[config.mk]
export PLATFORM = sky130hd
export DESIGN_NAME = lut_neuron_prog_flat
export DESIGN_NICKNAME = d
export VERILOG_FILES = /design/src/rtl/lut_neuron_pkg.sv /design/src/rtl/lut_neuron_prog_if.sv /design/src/rtl/lut_neuron_ram.sv /design/src/rtl/lut_neuron_prog.sv /design/src/flat_wrapper.sv
export SDC_FILE = /design/constraint.sdc
export NUM_CORES = 1
export LEC_CHECK = 0
export ABC_AREA = 1
export CORE_MARGIN = 8
export CORE_UTILIZATION = 55
export DETAILED_ROUTE_END_ITERATION = 10
export PLACE_DENSITY = 0.72
export REMOVE_ABC_BUFFERS = 1
export SETUP_SLACK_MARGIN = 0.15
export SYNTH_ARGS = -nofsm -noshare
export SYNTH_HDL_FRONTEND = slang
export SYNTH_SLANG_ARGS = --single-unit
[constraint.sdc]
create_clock -name clk -period 2.41 [get_ports clk]
set_input_delay 0.482 -clock clk [delete_from_list [all_inputs] [get_ports clk]]
set_output_delay 0.482 -clock clk [all_outputs]
set_load 0.03 [all_outputs]
[src/rtl/lut_neuron_pkg.sv]
// Shared types and defaults for the programmable truth-table neuron family.
package lut_neuron_pkg;
  localparam int unsigned IN_BITS_DEF  = 7;
  localparam int unsigned OUT_BITS_DEF = 2;

  typedef enum logic [1:0] {IDLE, LOAD, RUN, PEND} state_t;

  function automatic int unsigned depth(input int unsigned in_bits);
    return 32'd1 << in_bits;
  endfunction
endpackage

[src/rtl/lut_neuron_prog_if.sv]
// Config stream plus lookup valid/ready stream of the programmable neuron.
interface lut_neuron_prog_if
  import lut_neuron_pkg::*;
#(
  parameter int unsigned IN_BITS  = IN_BITS_DEF,
  parameter int unsigned OUT_BITS = OUT_BITS_DEF
);
  logic                cfg_start;
  logic                cfg_valid;
  logic                cfg_ready;
  logic [OUT_BITS-1:0] cfg_data;
  logic                cfg_last;
  logic                cfg_done;
  logic                cfg_error;
  logic                programmed;
  logic                in_valid;
  logic                in_ready;
  logic [IN_BITS-1:0]  in_code;
  logic                out_valid;
  logic                out_ready;
  logic [OUT_BITS-1:0] out_data;

  modport slave (
    input  cfg_start, cfg_valid, cfg_data, cfg_last, in_valid, in_code, out_ready,
    output cfg_ready, cfg_done, cfg_error, programmed, in_ready, out_valid, out_data
  );

  modport master (
    output cfg_start, cfg_valid, cfg_data, cfg_last, in_valid, in_code, out_ready,
    input  cfg_ready, cfg_done, cfg_error, programmed, in_ready, out_valid, out_data
  );
endinterface

[src/rtl/lut_neuron_ram.sv]
// Truth-table storage: synchronous write, asynchronous read, not reset.
module lut_neuron_ram
  import lut_neuron_pkg::*;
#(
  parameter int unsigned ADDR_BITS = IN_BITS_DEF,
  parameter int unsigned DATA_BITS = OUT_BITS_DEF
) (
  input  logic                 clk,
  input  logic                 i_we,
  input  logic [ADDR_BITS-1:0] i_waddr,
  input  logic [DATA_BITS-1:0] i_wdata,
  input  logic [ADDR_BITS-1:0] i_raddr,
  output logic [DATA_BITS-1:0] o_rdata
);
  localparam int unsigned DEPTH = depth(ADDR_BITS);

  (* ram_style = "distributed" *) logic [DATA_BITS-1:0] r_mem [DEPTH];

  always_ff @(posedge clk) begin
    if (i_we) r_mem[i_waddr] <= i_wdata;
  end

  assign o_rdata = r_mem[i_raddr];
endmodule

[src/rtl/lut_neuron_prog.sv]
// Run-time programmable truth-table neuron: config loader FSM, table RAM and
// a single registered lookup output stage with pass-through backpressure.
module lut_neuron_prog
  import lut_neuron_pkg::*;
#(
  parameter int unsigned IN_BITS  = IN_BITS_DEF,
  parameter int unsigned OUT_BITS = OUT_BITS_DEF
) (
  input logic              clk,
  input logic              rst,
  lut_neuron_prog_if.slave bus
);
  localparam int unsigned        DEPTH     = depth(IN_BITS);
  localparam logic [IN_BITS-1:0] LAST_ADDR = IN_BITS'(DEPTH - 1);

  state_t              r_state, w_next;
  logic [IN_BITS-1:0]  r_wr_addr;
  logic                r_programmed, r_cfg_error, r_cfg_done, r_out_valid;
  logic [OUT_BITS-1:0] r_out_data, w_rd_data;
  logic                w_beat, w_at_end, w_good, w_bad, w_enter_load;
  logic                w_in_ready, w_accept;

  always_ff @(posedge clk or posedge rst) begin
    if (rst) r_state <= IDLE;
    else     r_state <= w_next;
  end

  always_comb begin
    w_next       = r_state;
    w_beat       = 1'b0;
    w_good       = 1'b0;
    w_bad        = 1'b0;
    w_enter_load = 1'b0;
    w_at_end     = (r_wr_addr == LAST_ADDR);
    case (r_state)
      IDLE: if (bus.cfg_start) begin
        w_next       = LOAD;
        w_enter_load = 1'b1;
      end
      LOAD: begin
        // A restart pulse wins over a coincident beat; the load begins again at 0.
        if (bus.cfg_start) begin
          w_enter_load = 1'b1;
        end else if (bus.cfg_valid) begin
          w_beat = 1'b1;
          if (bus.cfg_last && w_at_end) begin
            w_good = 1'b1;
            w_next = RUN;
          end else if (bus.cfg_last || w_at_end) begin
            w_bad  = 1'b1;
            w_next = IDLE;
          end
        end
      end
      RUN: if (bus.cfg_start) begin
        if (r_out_valid) begin
          w_next = PEND;
        end else begin
          w_next       = LOAD;
          w_enter_load = 1'b1;
        end
      end
      PEND: if (!r_out_valid) begin
        w_next       = LOAD;
        w_enter_load = 1'b1;
      end
      default: w_next = IDLE;
    endcase
  end

  assign w_in_ready = (r_state == RUN) && (!r_out_valid || bus.out_ready);
  assign w_accept   = bus.in_valid && w_in_ready;

  always_ff @(posedge clk or posedge rst) begin
    if (rst) begin
      r_wr_addr    <= '0;
      r_programmed <= 1'b0;
      r_cfg_error  <= 1'b0;
      r_cfg_done   <= 1'b0;
      r_out_valid  <= 1'b0;
      r_out_data   <= '0;
    end else begin
      r_cfg_done <= w_good;
      if (w_enter_load) begin
        r_wr_addr    <= '0;
        r_programmed <= 1'b0;
        r_cfg_error  <= 1'b0;
      end else if (w_beat) begin
        r_wr_addr <= r_wr_addr + 1'b1;
      end
      if (w_good) r_programmed <= 1'b1;
      if (w_bad) begin
        r_cfg_error  <= 1'b1;
        r_programmed <= 1'b0;
      end
      if (w_accept) begin
        r_out_valid <= 1'b1;
        r_out_data  <= w_rd_data;
      end else if (bus.out_ready) begin
        r_out_valid <= 1'b0;
      end
    end
  end

  lut_neuron_ram #(
    .ADDR_BITS(IN_BITS),
    .DATA_BITS(OUT_BITS)
  ) u_ram (
    .clk    (clk),
    .i_we   (w_beat),
    .i_waddr(r_wr_addr),
    .i_wdata(bus.cfg_data),
    .i_raddr(bus.in_code),
    .o_rdata(w_rd_data)
  );

  assign bus.cfg_ready  = (r_state == LOAD);
  assign bus.cfg_done   = r_cfg_done;
  assign bus.cfg_error  = r_cfg_error;
  assign bus.programmed = r_programmed;
  assign bus.in_ready   = w_in_ready;
  assign bus.out_valid  = r_out_valid;
  assign bus.out_data   = r_out_data;
endmodule

[src/flat_wrapper.sv]
// flat-port wrapper written by rule: the top's interface ports become plain ports
module lut_neuron_prog_flat import lut_neuron_pkg::*;
#(
  parameter int unsigned IN_BITS  = IN_BITS_DEF,
  parameter int unsigned OUT_BITS = OUT_BITS_DEF
)
  (clk, rst, bus_cfg_start, bus_cfg_valid, bus_cfg_data, bus_cfg_last, bus_in_valid, bus_in_code, bus_out_ready, bus_cfg_ready, bus_cfg_done, bus_cfg_error, bus_programmed, bus_in_ready, bus_out_valid, bus_out_data);
  lut_neuron_prog_if #(.IN_BITS(IN_BITS), .OUT_BITS(OUT_BITS)) bus_i ();
  input logic clk;
  input logic rst;
  input wire logic [$bits(bus_i.cfg_start)-1:0] bus_cfg_start;
  input wire logic [$bits(bus_i.cfg_valid)-1:0] bus_cfg_valid;
  input wire logic [$bits(bus_i.cfg_data)-1:0] bus_cfg_data;
  input wire logic [$bits(bus_i.cfg_last)-1:0] bus_cfg_last;
  input wire logic [$bits(bus_i.in_valid)-1:0] bus_in_valid;
  input wire logic [$bits(bus_i.in_code)-1:0] bus_in_code;
  input wire logic [$bits(bus_i.out_ready)-1:0] bus_out_ready;
  output wire logic [$bits(bus_i.cfg_ready)-1:0] bus_cfg_ready;
  output wire logic [$bits(bus_i.cfg_done)-1:0] bus_cfg_done;
  output wire logic [$bits(bus_i.cfg_error)-1:0] bus_cfg_error;
  output wire logic [$bits(bus_i.programmed)-1:0] bus_programmed;
  output wire logic [$bits(bus_i.in_ready)-1:0] bus_in_ready;
  output wire logic [$bits(bus_i.out_valid)-1:0] bus_out_valid;
  output wire logic [$bits(bus_i.out_data)-1:0] bus_out_data;
  assign bus_i.cfg_start = bus_cfg_start;
  assign bus_i.cfg_valid = bus_cfg_valid;
  assign bus_i.cfg_data = bus_cfg_data;
  assign bus_i.cfg_last = bus_cfg_last;
  assign bus_i.in_valid = bus_in_valid;
  assign bus_i.in_code = bus_in_code;
  assign bus_i.out_ready = bus_out_ready;
  assign bus_cfg_ready = bus_i.cfg_ready;
  assign bus_cfg_done = bus_i.cfg_done;
  assign bus_cfg_error = bus_i.cfg_error;
  assign bus_programmed = bus_i.programmed;
  assign bus_in_ready = bus_i.in_ready;
  assign bus_out_valid = bus_i.out_valid;
  assign bus_out_data = bus_i.out_data;
  lut_neuron_prog #(.IN_BITS(IN_BITS), .OUT_BITS(OUT_BITS)) u_core (.clk(clk), .rst(rst), .bus(bus_i));
endmodule
-- Word level (Yosys, flattened, before mapping)
Memories as Yosys holds them, arrays and structs flattened. A register that Yosys moved wholly into a read port is not among the register bits.
Cells that the tools add are included.
- latch bits: 0
- memories kept: 1
- word-level logic and storage cells: 66
- bits in writable memories: 256
- bits in read-only memories: 0
- output and inout bits: 8
- flip-flop bits (word level): 13
- input bits: 16
- memories (name ; depth ; bits a word ; rd ports ; clocked after Yosys merged registers in ; wr ports ; line ; RTL):
    u_core.u_ram.r_mem ; 128 ; 2 ; 1 ; 1 ; 1 ; lut_neuron_ram.sv:17 ; (* ram_style = "distributed" *) logic [DATA_BITS-1:0] r_mem [DEPTH];
- order comparisons: 0
- bitwise logic cells: 0
- multiplexer cells: 35
- equal/unequal tests: 10
- reduce and logical (&&, ||, !) cells: 13
- shifts and indexed selects: 0
- multipliers: 0
- add/subtract/negate cells: 1
- divide/modulo/power cells: 0
- operators by type and width (kind ; number):
    $mux 1 ; 23
    $mux 2 ; 8
    $mux 7 ; 2
    $ne 2x2->1 const B ; 5
    $pmux 2 s4 ; 1
    $add 7x1->7 const B ; 1
    $eq 7x7->1 const B ; 1
    $reduce_and 6->1 ; 1
    $reduce_bool 2->1 ; 3
    $eq 2x2->1 const B ; 2
    $logic_and 1x1->1 ; 3
    $ne 3x1->1 const B ; 1
    $pmux 1 s3 ; 1
    $reduce_bool 3->1 ; 1
    $eq 2x1->1 const B ; 1
    $logic_not 2->1 ; 1
    $logic_or 1x1->1 ; 2
    $reduce_or 2->1 ; 1
    $logic_not 1->1 ; 1

-- Depth between registers and ports, before layout
Gate-level depths: netlist of run 1.
- word-level depth: 8
- mapped depth: 13
- mapped depth without buffers: 11

-- By module
From an unflattened synthesis of run 1, not the netlist that was laid out.
- cells, all modules: 1153
- area, all modules: 11940.2 um^2
- by module, submodules not included (module ; cells an instance ; seq. area each (um^2) ; area each (um^2) ; times used):
    lut_neuron_ram ; 1039 ; 7687.4 ; 11055.6 ; 1
    lut_neuron_prog ; 114 ; 375.4 ; 884.6 ; 1

-- Worst setup path before layout of run 1
No wires, ideal clock.
- kind: reg-to-reg
- start point: register u_core.r_state[1]
- end point: memory u_core.u_ram.r_mem[31][0] in the netlist's numbering (enable)
- setup time: 0.329 ns
- data required time: 2.081 ns
- clock period less this slack: 2.199 ns
- slack: 0.211 ns
- cell stages (with the launch flop): 11
- buffers on the path: 0
- data arrival time: 1.870 ns
- cell sequence: dfrtp_1 > inv_1 > ha_1 > inv_1 > nor2_4 > inv_2 > nor3_2 > inv_1 > nor2_1 > inv_1 > nor3_1
- longest elaborated chain between the ends: 4
- ends and longest elaborated chain (what ; line ; RTL):
    from (decl) ; lut_neuron_prog.sv:16 ; state_t r_state, w_next;
    from (signal assigned) ; lut_neuron_prog.sv:25 ; else r_state <= w_next;
    $eq 2x1->1 ; n/a ;
    via bus_cfg_ready ; flat_wrapper.sv:18 ; output wire logic [$bits(bus_i.cfg_ready)-1:0] bus_cfg_ready;
    $mux 1 ; lut_neuron_prog.sv:35 ; case (r_state)
    $mux 1 ; lut_neuron_ram.sv:20 ; if (i_we) r_mem[i_waddr] <= i_wdata;
    $mux 1 (implied by the code) ; lut_neuron_ram.sv:20 ;
    to (decl) ; lut_neuron_ram.sv:17 ;
The timed path passes the listed nets, and every way through them passes these cells.

-- Worst setup path after layout of run 1
- start point: register u_core.r_state[1]
- end point: output bus_cfg_ready
- longest elaborated chain between the ends: 1
- ends and longest elaborated chain (what ; line ; RTL):
    $eq 2x1->1 ; lut_neuron_prog.sv:117 ; assign bus.cfg_ready = (r_state == LOAD);
    to (decl) ; flat_wrapper.sv:18 ;
No other way between the ends.

==> metrics.txt, run 1 <==
outcome=complete, no violations; Top Metal Used=met4; Post-synth top cells=nand2_1 (312), edfxtp_1 (256), nand3_1 (248); Initial DRC Count=834; setup TNS=0 ns; via count=just over 8000; R2R Setup Slk=roughly 0.27 ns; total track usage=around 20%; endpoints failing hold=0; Yosys cell types=26; Critical Path RT=a little under 2 ns; Crit Path Max Fanout=5; WL met1=between 10000 and 15000 um; row cnt=between 50 and 60; DRC Markers=0; Post-synth EDFFs=approximately 260; mapped cell area=approximately 12000 um^2; most common cell in the synthesized netlist=nand2_1; vias in the first global route=7744; RSZ-0062 raised after global routing=yes; register area share after synthesis=around 69%; slew at the pin closest to its max-slew limit=0.641 ns; Buf/Inv on CP=2; first-pass GRT wire length=41600 um; CTS Buf Count=27; H-tree levels=1; Worst-path clk slew=around 0.060 ns; post-route antenna net violation count=0; Critical-path top delay cell=dlygate4sd2_1; critical path arrival=~1.7 ns; Tcrit/Tclk final=90.7%; minimum clock period=between 2 and 2.5 ns; Async S/R FF share, synth=under 10%; Clock Tree Root=clkbuf_16; Worst VDD drop=between 0.0004 and 0.0005 V; Slew Limit Headroom=57.2%; vias per cell=approximately 5.7; Worst Hold Class=in -> async; WS Path Type=reg -> out; R2R depth=10; Worst setup SP type=flop; #FFs+latches synth=271; grt ovf=0; pwr/cell area=between 700 and 800 nW/um^2; simple-gate share of the synthesized area=between 20 and 30%; P&R area growth vs syn=11.8%; routed len/inst=18.7 um; n_diodes=0; Static Leakage=0.00469 uW; Avg Inst Size Synth=about 11 um^2; CTS tree=yes; met3 wire len=1980 um; leading area contributor after synthesis=edfxtp_1; DP Wirelength=about 16000 um; cell family with most CP delay=buffers and inverters; Setup crit end kind=primary output; Area contributors post-synth=edfxtp_1 (65%), nand3_1 (11%), nand2_1 (10%); pins over their slew limit=0; cell depth of the worst setup path=3; Initial Util=between 50% and 60%; Post-synth top flop=edfxtp_1; clk_skew=slightly below 0.009 ns; Max-Cap Viols=0; count of input and output buffers=23; Synth Area in Compound Gates=less than 1%; final setup vio count=0; fmax=458 MHz; clk sink count=271; # Post-CTS Setup Buffers=0; Initial DRT Pass Iterations=6; yosys warns=0; met2 WL=12700 um; fin nets=~1100; I/O Pins=24; largest net degree at the start of global routing=69; RePlAce Congestion=a little over 0.8; die area=between 20000 and 30000 um^2; initial antenna violation count=0; hold buffers post-CTS=0; Die W=between 150 and 200 um; clock latency on the worst-skew pair=approximately 0.53 ns; CP cell instances=inv_1 -> ha_1 -> dlygate4sd2_1; share of layout cells above drive strength 1=under 10%; Max Buffers Root-to-Sink=3; final WL=between 20000 and 30000 um; Core Util, Final=between 60% and 70%; Synth top area share=roughly two thirds; main combinational cell family by area after synthesis=simple AND/OR/NAND/NOR gates; XOR/XNOR share of the synthesized area=0%; share of synthesized area spent on multiplexers=0%; CP peak stage delay=~0.43 ns; area of the core=21000 um^2; Mapped Cells=1104; Die Ht=162 um; Post-Synth Adder-Cell Area=less than 1%
path summary, 6_finish.rpt:
check                                                      endpoint                             start
worst max-delay path                                  bus_cfg_ready     u_core.r_state[1]$_DFFE_PP0P_
worst min-delay path                  u_core.bus.cfg_done$_DFF_PP0_                               rst
worst max register to register  u_core.u_ram.r_mem[63][0]$_DFFE_PP_     u_core.r_state[1]$_DFFE_PP0P_
worst min register to register     u_core.bus.cfg_error$_DFFE_PP0P_  u_core.bus.cfg_error$_DFFE_PP0P_
max in group asynchronous             u_core.r_state[1]$_DFFE_PP0P_                               rst
min in group clk                u_core.u_ram.r_mem[27][0]$_DFFE_PP_                   bus_cfg_data[0]
stage by stage:
step           setup slack (ns)  total power [uW]  hold slack [ns]  instances  cell area, um^2
2_1_floorplan             0.106              5630            0.383       1043            11400
3_3_place_gp              0.143              5980            0.496       1371            12300
3_5_place_dp             0.0586              5990            0.494       1371            12300
4_1_cts                   0.116              9820            0.343       1418            13100
5_1_grt                  0.0669             10100            0.385       1418            13100
6_report                  0.225              9780            0.332       1418            13100
cell usage in the layout (no fill, tap or decap):
| cell type | instances |
|---|---|
| clkinv_1 | 12 |
| buf_4 | 22 |
| inv_2 | 2 |
| nand3_1 | 248 |
| and3_1 | 1 |
| a211oi_1 | 1 |
| nor2_4 | 1 |
| o21a_1 | 1 |
| clkbuf_2 | 1 |
| nor2_1 | 143 |
| o21ai_0 | 9 |
| clkdlybuf4s50_1 | 17 |
| a22o_1 | 1 |
| edfxtp_1 | 256 |
| nor3_1 | 5 |
| clkinv_2 | 3 |
| nor3_2 | 1 |
| buf_12 | 11 |
| nand3_2 | 1 |
| nand2_1 | 312 |
| clkbuf_16 | 27 |
| a2111oi_0 | 1 |
| nor2_2 | 1 |
| dfrtp_1 | 15 |
| buf_2 | 1 |
| ha_1 | 7 |
| dlygate4sd2_1 | 1 |
| a21oi_1 | 5 |
| inv_1 | 30 |
| clkbuf_1 | 5 |
| bufinv_16 | 2 |
power by group:
| part | total (uW) | internal (uW) | switching (uW) |
|---|---|---|---|
| clock | 3900 | 2240 | 1660 |
| sequential | 5190 | 5170 | 20.0 |
| combinational | 697 | 217 | 480 |
logic make-up after synthesis:
logic type | count (synthesis)
compound gates | 18
fa+ha+maj | 7
flops | 271
buf+inv | 95
simple gates | 713
area by class of cell:
cell class | count | area (um^2)
Clock inverter | 15 | 111
Fill cell | 1691 | 7830
Tap cell | 275 | 344
Clock buffer | 32 | 694
Sequential cell | 271 | 8060
Inverter | 34 | 129
Multi-Input combinational cell | 738 | 3210
Timing Repair Buffer | 53 | 574
sequential cells by signal, summed over array words and instances (netlist names):
register and cells:
u_core.r_state 2, u_core.bus.out_data 2, u_core.bus.cfg_done 1, u_core.bus.cfg_error 1, u_core.r_wr_addr 7, u_core.bus.programmed 1
u_core.u_ram.r_mem 256, u_core.bus.out_valid 1
timing repair:
item                       in CTS  in global routing
setup endpoints to repair       2                  8
resized for setup               2                  2
hold endpoints to repair        0                  0
layer usage:
metal,GRT usage (%),vias up
met5,0,-
met4,7.41,0
met3,2.68,64
met2,33.2,324
met1,27.1,3844
li1,-,3843
Note: power is estimated with default switching activity, not from simulation.
==> run 2: changes to the inputs <==
--- a/config.mk
+++ b/config.mk
@@ -8,8 +8,9 @@
 export ABC_AREA = 1
 export CORE_MARGIN = 8
 export CORE_UTILIZATION = 55
+export CTS_BUF_LIST = sky130_fd_sc_hd__clkbuf_4
 export DETAILED_ROUTE_END_ITERATION = 10
-export PLACE_DENSITY = 0.72
+export PLACE_DENSITY_LB_ADDON = 0.05
 export REMOVE_ABC_BUFFERS = 1
 export SETUP_SLACK_MARGIN = 0.15
 export SYNTH_ARGS = -nofsm -noshare
==> run 2 against run 1 <==
Net effect:
- sequential power about the same
- critical path depth grew 1
- combinational power is 4.2% higher
- setup slack improved by 0.031 ns
- clock power about the same
- sequential share of layout area decreased by 0.94 points
- cell count is 5.6% higher
- largest power group unchanged
- clock skew increased by 0.021 ns
==> metrics.txt, run 2 (same netlist as run 1, synthesis figures left out) <==
RePlAce Congestion=0.814 (was 0.808); Core Util, Final=63.6% (was 62.6%); clk sink count=271 (unchanged); outcome=complete, no violations (unchanged); initial antenna violation count=1 (was 0); CTS tree=yes (unchanged); slew at the pin closest to its max-slew limit=0.623 ns (was 0.641 ns); endpoints failing hold=0 (unchanged); grt ovf=0 (unchanged); max FFs per register=256 (unchanged); Setup WS post-layout=0.256 ns (was 0.225 ns); setup TNS=0 ns (unchanged); minimum clock period=2.15 ns (was 2.18 ns); Initial Util=56.0% (unchanged); CP peak stage delay=0.41 ns (was 0.43 ns); Setup crit start=u_core.r_state[0]$_DFFE_PP0P_ (was u_core.r_state[1]$_DFFE_PP0P_); count of input and output buffers=23 (unchanged); die area=26300 um^2 (unchanged); Crit Path Max Fanout=4 (was 5); Critical Path RT=1.93 ns (about the same); post-route antenna net violation count=0 (unchanged); R2R depth=9 (was 10); CP cell instances=inv_1 -> ha_1 -> o21a_1 -> clkbuf_4 (was inv_1 -> ha_1 -> dlygate4sd2_1); clk_skew=0.0298 ns (was 0.00872 ns); FILL cells=1792 (was 1691); Tcrit/Tclk final=89.4% (was 90.7%); CTS Buf Count=69 (was 27); Sequential Area=8060 um^2 (unchanged); RSZ-0062 raised after global routing=yes (unchanged); vias in the first global route=8409 (was 7744); total track usage=21.8% (was 20.2%); Biggest register=u_core.u_ram.r_mem (unchanged); R2R Setup Slk=0.36 ns (was 0.27 ns); Die W=162 um (unchanged); FF-to-FF Start=u_core.r_state[1]$_DFFE_PP0P_ (unchanged); pwr/cell area=735 nW/um^2 (was 745 nW/um^2); WS Path Type=reg -> out (unchanged); hold buffers post-CTS=0 (unchanged); fmax=464 MHz (was 458 MHz); Static Leakage=0.00490 uW (was 0.00469 uW); critical path arrival=1.67 ns (was 1.70 ns); Place WS=0.0419 ns (was 0.0586 ns); DP Wirelength=16300 um (was 15900 um); Worst VDD drop=0.000479 V (was 0.000448 V); Initial DRC Count=683 (was 834); Slew Limit Headroom=58.4% (was 57.2%); top flop regs=u_core.u_ram.r_mem x256, u_core.r_wr_addr x7 (unchanged); P&R area growth vs syn=13.5% (was 11.8%); # Post-CTS Setup Buffers=0 (unchanged); row cnt=53 (unchanged); share of layout cells above drive strength 1=12.4% (was 6.39%); Worst-path clk slew=0.06 ns (about the same); Max-Cap Viols=0 (unchanged); Initial DRT Pass Iterations=6 (unchanged); most common cell after layout, fill and taps aside=nand2_1 (unchanged); post-CTS sizing=12 (was 2); final WL=28000 um (was 26500 um); first-pass GRT wire length=43900 um (was 41600 um); largest net degree at the start of global routing=73 (was 69); most frequent cells in the layout=nand2_1 (312), edfxtp_1 (256), nand3_1 (248), nor2_1 (143), clkbuf_4 (100) (was nand2_1 (312), edfxtp_1 (256), nand3_1 (248), nor2_1 (143), inv_1 (30)); H-tree levels=3 (was 1); multi-input combinational cell area=3220 um^2 (was 3210 um^2); Max Buffers Root-to-Sink=3 (unchanged); vias per cell=5.60 (was 5.69); Clock Tree Root=clkbuf_4 (was clkbuf_16); area of the core=21000 um^2 (unchanged); fin nets=1193 (was 1148); Setup crit end kind=primary output (unchanged); crit path capture=bus_in_ready (was bus_cfg_ready); I/O Pins=24 (unchanged); Worst setup SP type=flop (unchanged); routed len/inst=18.7 um (about the same); Critical-path top delay cell=dfrtp_1 (was dlygate4sd2_1); Power, Total=9790 uW (was 9780 uW); clock latency on the worst-skew pair=0.65 ns (was 0.53 ns); via count=8387 (was 8075); DRC Markers=0 (unchanged); pins over their slew limit=0 (unchanged); final setup vio count=0 (unchanged); Die Ht=162 um (unchanged); r2r endpoint=u_core.u_ram.r_mem[120][0]$_DFFE_PP_ (was u_core.u_ram.r_mem[63][0]$_DFFE_PP_); Worst Hold Class=in -> async (unchanged)
==> run 2: critical path, delay by kind of cell, from the launching register on <==
kind,cells,cell delay [ns]
compound gates,1,0.14
flops,1,0.41
buf+inv,2,0.27
fa+ha+maj,1,0.19
==> run 2: stage by stage <==
stage | area [um^2] | std cells | hold slack (ns)
floorplan | 11400 | 1043 | 0.383
global placement | 12400 | 1374 | 0.487
detailed placement | 12400 | 1374 | 0.495
CTS | 13300 | 1496 | 0.160
global route | 13300 | 1497 | 0.238
finish | 13300 | 1497 | 0.207
==> run 2: final cells by class <==
type                            instances  share of cell area [%]
Antenna cell                            1                  0.0188
Tap cell                              275                    2.58
Clock inverter                         23                    1.05
Sequential cell                       271                    60.5
Timing Repair Buffer                   56                    5.13
Multi-Input combinational cell        738                    24.2
Inverter                               34                   0.967
Clock buffer                           99                    5.58
==> run 2: worst min-delay path by stage <==
stage,start,endpoint,depth (start not counted)
after global routing,rst,u_core.r_state[1]$_DFFE_PP0P_,2
after detailed placement,u_core.bus.cfg_error$_DFFE_PP0P_,u_core.bus.cfg_error$_DFFE_PP0P_,1
after global placement,u_core.bus.cfg_error$_DFFE_PP0P_,u_core.bus.cfg_error$_DFFE_PP0P_,1
after CTS,rst,u_core.r_state[1]$_DFFE_PP0P_,2
final,rst,u_core.r_state[1]$_DFFE_PP0P_,2
after floorplan,rst,u_core.bus.cfg_done$_DFF_PP0_,1
==> run 2: per-layer routing <==
| layer | track usage [%] | vias up | wire length, um |
|---|---|---|---|
| met2 | 36.0 | 303 | 13500 |
| met1 | 28.0 | 4033 | 11800 |
| met4 | 9.55 | 0 | 772 |
| met3 | 3.95 | 66 | 1880 |
| met5 | 0 | - | 0 |
| li1 | - | 3985 | - |
==> run 2: power breakdown <==
group          leakage, uW  total (uW)  switching [uW]  internal, uW
clock             0.000522        3880            1780          2110
combinational      0.00187         726             495           230
sequential         0.00251        5190            18.3          5170
total              0.00490        9790            2290          7500
